==> src/rtl/signed_resize_pkg.sv <==
// Shared opcodes and saturation bounds for the signed resize datapath.
package signed_resize_pkg;

    typedef enum logic [1:0] {
        OP_SEXT8 = 2'b00,
        OP_ZEXT8 = 2'b01,
        OP_SAT8  = 2'b10,
        OP_PASS  = 2'b11
    } op_e;

    localparam logic signed [15:0] SAT_MAX = 16'sh007F;
    localparam logic signed [15:0] SAT_MIN = 16'shFF80;

endpackage

==> src/rtl/signed_resize_unit.sv <==
// Combinational 16-bit resize: sign/zero-extend low byte, saturate to int8, or pass.
// Zero latency; no handshake of its own.
module signed_resize_unit
    import signed_resize_pkg::*;
(
    input  logic [15:0] i_d,
    input  logic [1:0]  i_op,
    output logic [15:0] o_result,
    output logic        o_ovf
);

    always_comb begin
        o_result = i_d;
        o_ovf    = 1'b0;
        case (i_op)
            OP_SEXT8: o_result = {{8{i_d[7]}}, i_d[7:0]};
            OP_ZEXT8: o_result = {8'h00, i_d[7:0]};
            OP_SAT8: begin
                // In-range values are already their own 16-bit sign extension.
                if ($signed(i_d) > SAT_MAX) begin
                    o_result = SAT_MAX;
                    o_ovf    = 1'b1;
                end else if ($signed(i_d) < SAT_MIN) begin
                    o_result = SAT_MIN;
                    o_ovf    = 1'b1;
                end
            end
            default: o_result = i_d;
        endcase
    end

endmodule

==> src/rtl/signed_resize_arbiter.sv <==
// Round-robin share of one resize unit among NUM_REQ requesters; 1-cycle registered result.
// Stalls all requesters while a result is held unconsumed. Optional SIGNED_RESIZE_STATS_EN adds sat_count.
module signed_resize_arbiter
    import signed_resize_pkg::*;
#(
    parameter int NUM_REQ = 4,
    parameter int ID_W    = 2
) (
    input  logic                  clk,
    input  logic                  rst_n,
    input  logic [NUM_REQ-1:0]    req_valid,
    output logic [NUM_REQ-1:0]    req_ready,
    input  logic [NUM_REQ*16-1:0] req_data,
    input  logic [NUM_REQ*2-1:0]  req_op,
    output logic                  out_valid,
    input  logic                  out_ready,
    output logic [15:0]           out_data,
    output logic [ID_W-1:0]       out_id,
    output logic                  out_ovf
`ifdef SIGNED_RESIZE_STATS_EN
    ,
    output logic [15:0]           sat_count
`endif
);

    localparam int              LAST     = NUM_REQ - 1;
    localparam int              ONE      = 1;
    localparam logic [ID_W-1:0] LAST_IDX = LAST[ID_W-1:0];
    localparam logic [ID_W-1:0] ONE_IDX  = ONE[ID_W-1:0];

    logic [ID_W-1:0]    r_rr_ptr;
    logic               r_out_valid;
    logic [15:0]        r_out_data;
    logic [ID_W-1:0]    r_out_id;
    logic               r_out_ovf;

    logic               w_accept;
    logic               w_any;
    logic               w_hi_any;
    logic [ID_W-1:0]    w_hi_idx;
    logic [ID_W-1:0]    w_lo_idx;
    logic [ID_W-1:0]    w_gnt_idx;
    logic [NUM_REQ-1:0] w_grant;
    logic [15:0]        w_sel_d;
    logic [1:0]         w_sel_op;
    logic [15:0]        w_result;
    logic               w_ovf;
    logic               w_xfer;
    logic [ID_W-1:0]    w_next_ptr;

    assign w_accept = !r_out_valid || out_ready;

    // Descending scan leaves the lowest valid index at/above rr_ptr in w_hi_idx,
    // and the lowest valid index overall in w_lo_idx for the wrap-around case.
    always_comb begin
        w_any    = 1'b0;
        w_hi_any = 1'b0;
        w_hi_idx = '0;
        w_lo_idx = '0;
        for (int i = NUM_REQ - 1; i >= 0; i--) begin
            if (req_valid[i]) begin
                w_any    = 1'b1;
                w_lo_idx = i[ID_W-1:0];
                if (i[ID_W-1:0] >= r_rr_ptr) begin
                    w_hi_any = 1'b1;
                    w_hi_idx = i[ID_W-1:0];
                end
            end
        end
        w_gnt_idx = w_hi_any ? w_hi_idx : w_lo_idx;
    end

    always_comb begin
        w_grant  = '0;
        w_sel_d  = '0;
        w_sel_op = '0;
        for (int i = 0; i < NUM_REQ; i++) begin
            if (i[ID_W-1:0] == w_gnt_idx) begin
                w_grant[i] = w_any;
                w_sel_d    = req_data[i*16 +: 16];
                w_sel_op   = req_op[i*2 +: 2];
            end
        end
    end

    assign req_ready  = w_accept ? w_grant : '0;
    assign w_xfer     = w_accept && w_any;
    assign w_next_ptr = (w_gnt_idx == LAST_IDX) ? '0 : w_gnt_idx + ONE_IDX;

    signed_resize_unit u_unit (
        .i_d      (w_sel_d),
        .i_op     (w_sel_op),
        .o_result (w_result),
        .o_ovf    (w_ovf)
    );

    always_ff @(posedge clk or negedge rst_n) begin
        if (!rst_n) begin
            r_rr_ptr    <= '0;
            r_out_valid <= 1'b0;
            r_out_data  <= '0;
            r_out_id    <= '0;
            r_out_ovf   <= 1'b0;
        end else if (w_xfer) begin
            r_rr_ptr    <= w_next_ptr;
            r_out_valid <= 1'b1;
            r_out_data  <= w_result;
            r_out_id    <= w_gnt_idx;
            r_out_ovf   <= w_ovf;
        end else if (out_ready) begin
            r_out_valid <= 1'b0;
        end
    end

    assign out_valid = r_out_valid;
    assign out_data  = r_out_data;
    assign out_id    = r_out_id;
    assign out_ovf   = r_out_ovf;

`ifdef SIGNED_RESIZE_STATS_EN
    logic [15:0] r_sat_count;

    always_ff @(posedge clk or negedge rst_n) begin
        if (!rst_n) begin
            r_sat_count <= '0;
        end else if (w_xfer && w_ovf && (r_sat_count != 16'hFFFF)) begin
            r_sat_count <= r_sat_count + 16'd1;
        end
    end

    assign sat_count = r_sat_count;
`endif

endmodule

==> config.mk <==
export PLATFORM = sky130hd
export DESIGN_NAME = signed_resize_arbiter
export DESIGN_NICKNAME = d
export VERILOG_FILES = /design/src/rtl/signed_resize_pkg.sv /design/src/rtl/signed_resize_unit.sv /design/src/rtl/signed_resize_arbiter.sv
export SDC_FILE = /design/constraint.sdc
export NUM_CORES = 1
export LEC_CHECK = 0
export BUFFER_PORTS_ARGS = -buffer_cell sky130_fd_sc_hd__buf_4
export CAP_MARGIN = 15
export CORE_MARGIN = 2
export CORE_UTILIZATION = 49
export CTS_CLUSTER_SIZE = 24
export DETAILED_ROUTE_END_ITERATION = 16
export GPL_ROUTABILITY_DRIVEN = 0
export PLACE_DENSITY_LB_ADDON = 0.1
export SLEW_MARGIN = 20
export SYNTH_ARGS = -nofsm -noshare
export SYNTH_HDL_FRONTEND = slang
export SYNTH_HIERARCHICAL = 1
export SYNTH_SLANG_ARGS = --single-unit
==> constraint.sdc <==
create_clock -name clk -period 6.6 [get_ports clk]
set_input_delay 1.32 -clock clk [delete_from_list [all_inputs] [get_ports clk]]
set_output_delay 1.32 -clock clk [all_outputs]
set_load 0.01 [all_outputs]
======== Word level (Yosys, flattened, before mapping) ========
Index checks and enable logic that the tools add are counted.
cells by class
  add/subtract/negate cells ............... 1
  $lt $le $gt $ge ......................... 6
  equal/unequal tests ..................... 6
  muxes and demuxes ....................... 47
  reductions and logical operators ........ 6
operators with widths
  kind                                                                                 count
  16-bit two-way mux                                                                   6
  16-bit one-hot mux with 3 select lines                                               1
  2-bit two-way mux                                                                    18
  1-bit two-way mux                                                                    21
  16-bit by 8-bit > comparator with 1-bit output (second input constant)               1
  16-bit by 8-bit < comparator with 1-bit output (second input constant)               1
  2-bit equality test (first input constant)                                           2
  2-bit equality test (second input constant)                                          2
  1-bit by 2-bit greater-or-equal comparator with 1-bit output (first input constant)  2
  2-bit greater-or-equal comparator (first input constant)                             2
  2-bit logical NOT                                                                    2
  4-bit two-way mux                                                                    1
  2-bit by 1-bit adder with 2-bit output (second input constant)                       1
  1-bit by 2-bit equality test with 1-bit output (first input constant)                1
  2-bit by 1-bit equality test with 1-bit output (second input constant)               1
  2-bit nonzero test                                                                   1
  1-bit logical AND                                                                    1
  1-bit logical NOT                                                                    1
  1-bit logical OR                                                                     1
word-level totals
  flip-flop bits (word level) ............. 22
  word-level logic and storage cells ...... 71

======== Depth between registers and ports, before layout ========
  word-level depth ........................ 19
  depth in mapped cells ................... 18
  mapped depth without buffers ............ 15

======== Hierarchy ========
The synthesis kept the hierarchy.
by module, submodules not included
  module                 times used  cells an instance  area an instance (um^2)
  signed_resize_arbiter  1           162                1620.3
  signed_resize_unit     1           47                 332.8

======== Worst setup path after synthesis ========
No wires, ideal clock.
  path kind ............................... input-to-reg
  from .................................... input port req_valid[1]
  to ...................................... register r_out_data[11], in the netlist out_data[11]
  arrival ................................. 4.782 ns
  required time ........................... 6.475 ns
  setup slack ............................. 1.693 ns
  stages .................................. 16
  buffers on the path ..................... 2
  path through ............................ a221o_1 > or2_2 > ha_1 > nor2b_1 > buf_2 > buf_2 > a221oi_1 > o31ai_1 > nand4_1 > nor2_1 > nand4_1 > ha_1 > or2_2 > a41oi_2 > nand2_1 > mux2_4
on the way
  word-level cells in the longest chain between the ends .. 13
  elaborated cells on any way between the ends .. 32
RTL lines
  what                                                    RTL line                      text
  start: declaration                                      signed_resize_arbiter.sv:11   input logic [NUM_REQ-1:0] req_valid,
  2-bit two-way mux or 1-bit two-way mux (tied branches)  signed_resize_arbiter.sv:61   if (req_valid[i]) begin
  2-bit two-way mux or 1-bit two-way mux (tied branches)  signed_resize_arbiter.sv:64   if (i[ID_W-1:0] >= r_rr_ptr) begin
  2-bit two-way mux or 1-bit two-way mux (tied branches)  signed_resize_arbiter.sv:61
  2-bit two-way mux (*)                                   signed_resize_arbiter.sv:70   w_gnt_idx = w_hi_any ? w_hi_idx : w_lo_idx;
  2-bit logical NOT                                       signed_resize_arbiter.sv:78   if (i[ID_W-1:0] == w_gnt_idx) begin
  16-bit two-way mux (3 in series)                        signed_resize_arbiter.sv:78
  16-bit two-way mux (*)                                  signed_resize_arbiter.sv:78
  via w_sel_d[7]                                          signed_resize_arbiter.sv:44   logic [15:0] w_sel_d;
  16-bit by 8-bit < comparator with 1-bit output          signed_resize_unit.sv:23      end else if ($signed(i_d) < SAT_MIN) begin
  16-bit two-way mux                                      signed_resize_unit.sv:23
  16-bit two-way mux                                      signed_resize_unit.sv:20      if ($signed(i_d) > SAT_MAX) begin
  16-bit one-hot mux with 3 select lines (*)              signed_resize_unit.sv:15      case (i_op)
  via w_result[11]                                        signed_resize_arbiter.sv:46   logic [15:0] w_result;
  end signal: assignment                                  signed_resize_arbiter.sv:107  r_out_data <= w_result;
  end: declaration                                        signed_resize_arbiter.sv:33   logic [15:0] r_out_data;
Mark *: on every way through the listed nets, which the timed path passes. The rest lies on a longest branch.
A chain may end at the register's enable or synchronous reset.

======== Final worst setup path ========
  from .................................... input port req_valid[1]
  to ...................................... register r_out_data[14], in the netlist out_data[14]
on the way
  word-level cells in the longest chain between the ends .. 13
  elaborated cells on any way between the ends .. 32
RTL lines
  what                                                    RTL line                     text
  2-bit two-way mux or 1-bit two-way mux (tied branches)  signed_resize_arbiter.sv:61
  2-bit two-way mux or 1-bit two-way mux (tied branches)  signed_resize_arbiter.sv:64
  2-bit two-way mux or 1-bit two-way mux (tied branches)  signed_resize_arbiter.sv:61
  2-bit two-way mux (*)                                   signed_resize_arbiter.sv:70
  via w_gnt_idx[1]                                        signed_resize_arbiter.sv:42  logic [ID_W-1:0] w_gnt_idx;
  2-bit logical NOT                                       signed_resize_arbiter.sv:78
  16-bit two-way mux (3 in series)                        signed_resize_arbiter.sv:78
  16-bit two-way mux (*)                                  signed_resize_arbiter.sv:78
  via w_sel_d[12]                                         signed_resize_arbiter.sv:44
  16-bit by 8-bit < comparator with 1-bit output          signed_resize_unit.sv:23
  16-bit two-way mux                                      signed_resize_unit.sv:23
  16-bit two-way mux (*)                                  signed_resize_unit.sv:20
  16-bit one-hot mux with 3 select lines (*)              signed_resize_unit.sv:15
  via w_result[14]                                        signed_resize_arbiter.sv:46
Marked as above.

==> run metrics <==
status=finished clean; Final Setup Violations=0; Hold Crit Start=out_data[3]; initial core utilization=52.17%; core area=3744 µm²; Peak supply drop=0.1584 mV; CTS tree=done; TritonCTS Sinks=22; vias per inst=5.531; leakage=1.357 nW; CP Data Arrival Time=5410 ps; routed via count=1947; Post-Syn Instances=209; Port Buf Inserts=102; Seq/Total Area, Yosys=28.19%; final core occ=74.50%; vias in the first global route=1825; Post-CTS Setup Bufs=0; die height=67.14 µm; iteration count of the initial detailed-routing pass=4; Routed WL=5.382 mm; first-pass GRT wire length=8.742 mm; CTS Hold Bufs=0; n_diodes=0; slew margin rel.=31.59%; Met3 Wirelength=283 µm; Worst Setup Start Kind=primary input; WL per Instance=15.29 µm; RR Endpoint=out_data[14]; Fill cells=297; Post-Syn Area per Cell=9.345 µm²; Layout area overhead=42.79%; DRC Markers=0; worst r2r src=r_rr_ptr[1]; setup TNS=0 ps; Netlist cell types=37; GRT Util Overall=25.21%; Overall Power=1.109 mW; Post-DRT Antenna Nets=0; synthesized flop and latch total=22; Max-Cap Viols=0; post-synth net total=293; RSZ-0062 raised after global routing=no; Inserted Clock Buffers=3; I/O pin count=103; cells on worst reg2reg path=14; Worst EP required=6740 ps; multi-input logic area=1301 µm²; synthesized cell area=1953 µm²; endpoint class of the critical path=flop; measured slew at the worst slew-check pin=1026 ps; Reg area=550.5 µm²; synth warn=6; max-slew violations=0; Top Layer Used=met4; crit-path max FO=37; Fin Hold WS=517.6 ps; fin crit period=5271 ps; f_max=0.1897 GHz; fin crit share=79.87%; WS Path Type=primary input to flop; final design area excluding fillers=2789 µm²; placed cells=348; Resized cells post-CTS=0; fin worst setup slack=1329 ps; H-tree levels=1; PwrDens=397.7 nW/µm²; Hold Path Stages=1; layout cells sized above 1=46.05%; worst skew pair latency=250 ps; largest net degree at the start of global routing=38; Die Wd=67.14 µm; Starting DRT DRC Count=121; clock-pin slew on the worst setup and hold paths=80 ps; met1 WL=2.588 mm; Die Footprint=4507 µm²; fin cells=352; antenna violations before repair=0; # nets final=389; total congestion overflow=0; num rows=22; reg2reg setup slack=2010 ps; Final Hold Fails=0; worst min-delay path endpoint=out_data[3]; DP Worst Slack=1098 ps; Clock Path Buffers=2; placed cell areas=2734 µm²; metal2 WL=2.428 mm; skew final=5.928 ps; HP Class=flop to flop; CTS root buf=clkbuf_8; HPWL Detailed=4.411 mm
[synthesized netlist by cell type (all sizes together)]
master,number,area (µm²)
a221oi,18,163.9
nor4,3,63.81
nand4b,1,8.760
o31ai,18,135.1
a21oi,3,15.01
inv,7,26.28
o311ai,1,16.27
ha,5,62.56
o21a,1,7.510
clkbuf,11,42.54
buf,4,32.53
a211oi,1,20.02
a41oi,1,16.27
o21ai,10,50.05
mux2i,3,30.03
nand4,3,18.77
dfrtp,22,550.5
nor2b,21,131.4
and2,4,25.02
nand2b,2,12.51
or2b,1,7.510
nor2,6,25.03
nand2,28,105.1
or3,1,6.260
o211ai,1,7.510
mux2,19,270.3
nor3b,1,7.510
a221o,1,10.01
or2,3,18.77
a22o,1,8.760
nand3,1,5.000
a21o,7,52.55
[state kept, by name, summed over array words and instances, names as in the netlist]
| signal | cells |
|---|---|
| out_id | 2 |
| out_valid | 1 |
| out_data | 16 |
| out_ovf | 1 |
| r_rr_ptr | 2 |
[cells by family after synthesis]
kind of cell / share of synthesized area (%)
and+or+nand+nor: 22.29
adders and majority gates: 3.203
buffers and inverters: 5.189
AOI/OAI and AO/OA: 25.75
muxes: 15.37
DFF: 28.19
[how the worst max path moves through the flow]
| stage | start | end | slack [ps] |
|---|---|---|---|
| final | req_valid[1] | out_data[14] | 1330 |
| after floorplan | req_valid[1] | out_data[11] | 1690 |
| after detailed placement | req_valid[1] | out_data[14] | 1100 |
| after CTS | req_valid[1] | out_data[14] | 1360 |
| after global placement | req_valid[1] | out_data[11] | 1220 |
| after global routing | req_valid[1] | out_data[10] | 930 |
[layer usage]
| metal | up-vias | global-route usage, % |
|---|---|---|
| li1 | 965 | - |
| met1 | 900 | 37.66 |
| met2 | 76 | 38.12 |
| met3 | 6 | 2.833 |
| met4 | 0 | 7.398 |
| met5 | - | 0 |
[cell type report]
cell class	count	share of cell area (%)
well taps	48	2.153
multi-input cells	165	46.66
clock buffers	4	1.974
flip-flops and latches	22	19.74
repair buffers	106	28.53
inverters	7	0.9421
[critical path, stage by stage]
cell and delay, ps:
buf_4 130, a221o_1 390, nor2_1 160, ha_1 860, a221oi_1 120, o31ai_1 680, nand4_1 160, nor2_1 120
nand4_1 100, ha_1 350, or2_2 320, a41oi_2 330, nand2_1 100, mux2_4 270
[where the power goes]
group / switching [mW] / internal (mW) / leakage (nW) / total [mW]
combinational: 0.393 / 0.390 / 1.06 / 0.782
clock: 0.0395 / 0.0530 / 0.0288 / 0.0925
sequential: 0.0412 / 0.193 / 0.270 / 0.234
[placed cells by master (no fill, tap or decap), drive strengths merged, types with 2 or more instances in the layout]
cell,synthesis,layout
a21o,7,7
a21oi,3,3
a221oi,18,18
and2,4,4
buf,4,106
clkbuf,11,4
dfrtp,22,22
ha,5,5
inv,7,7
mux2,19,19
mux2i,3,3
nand2,28,28
nand2b,2,2
nand4,3,3
nor2,6,6
nor2b,21,21
nor4,3,3
o21ai,10,10
o31ai,18,18
or2,3,3
(Power assumes the default switching activity.)
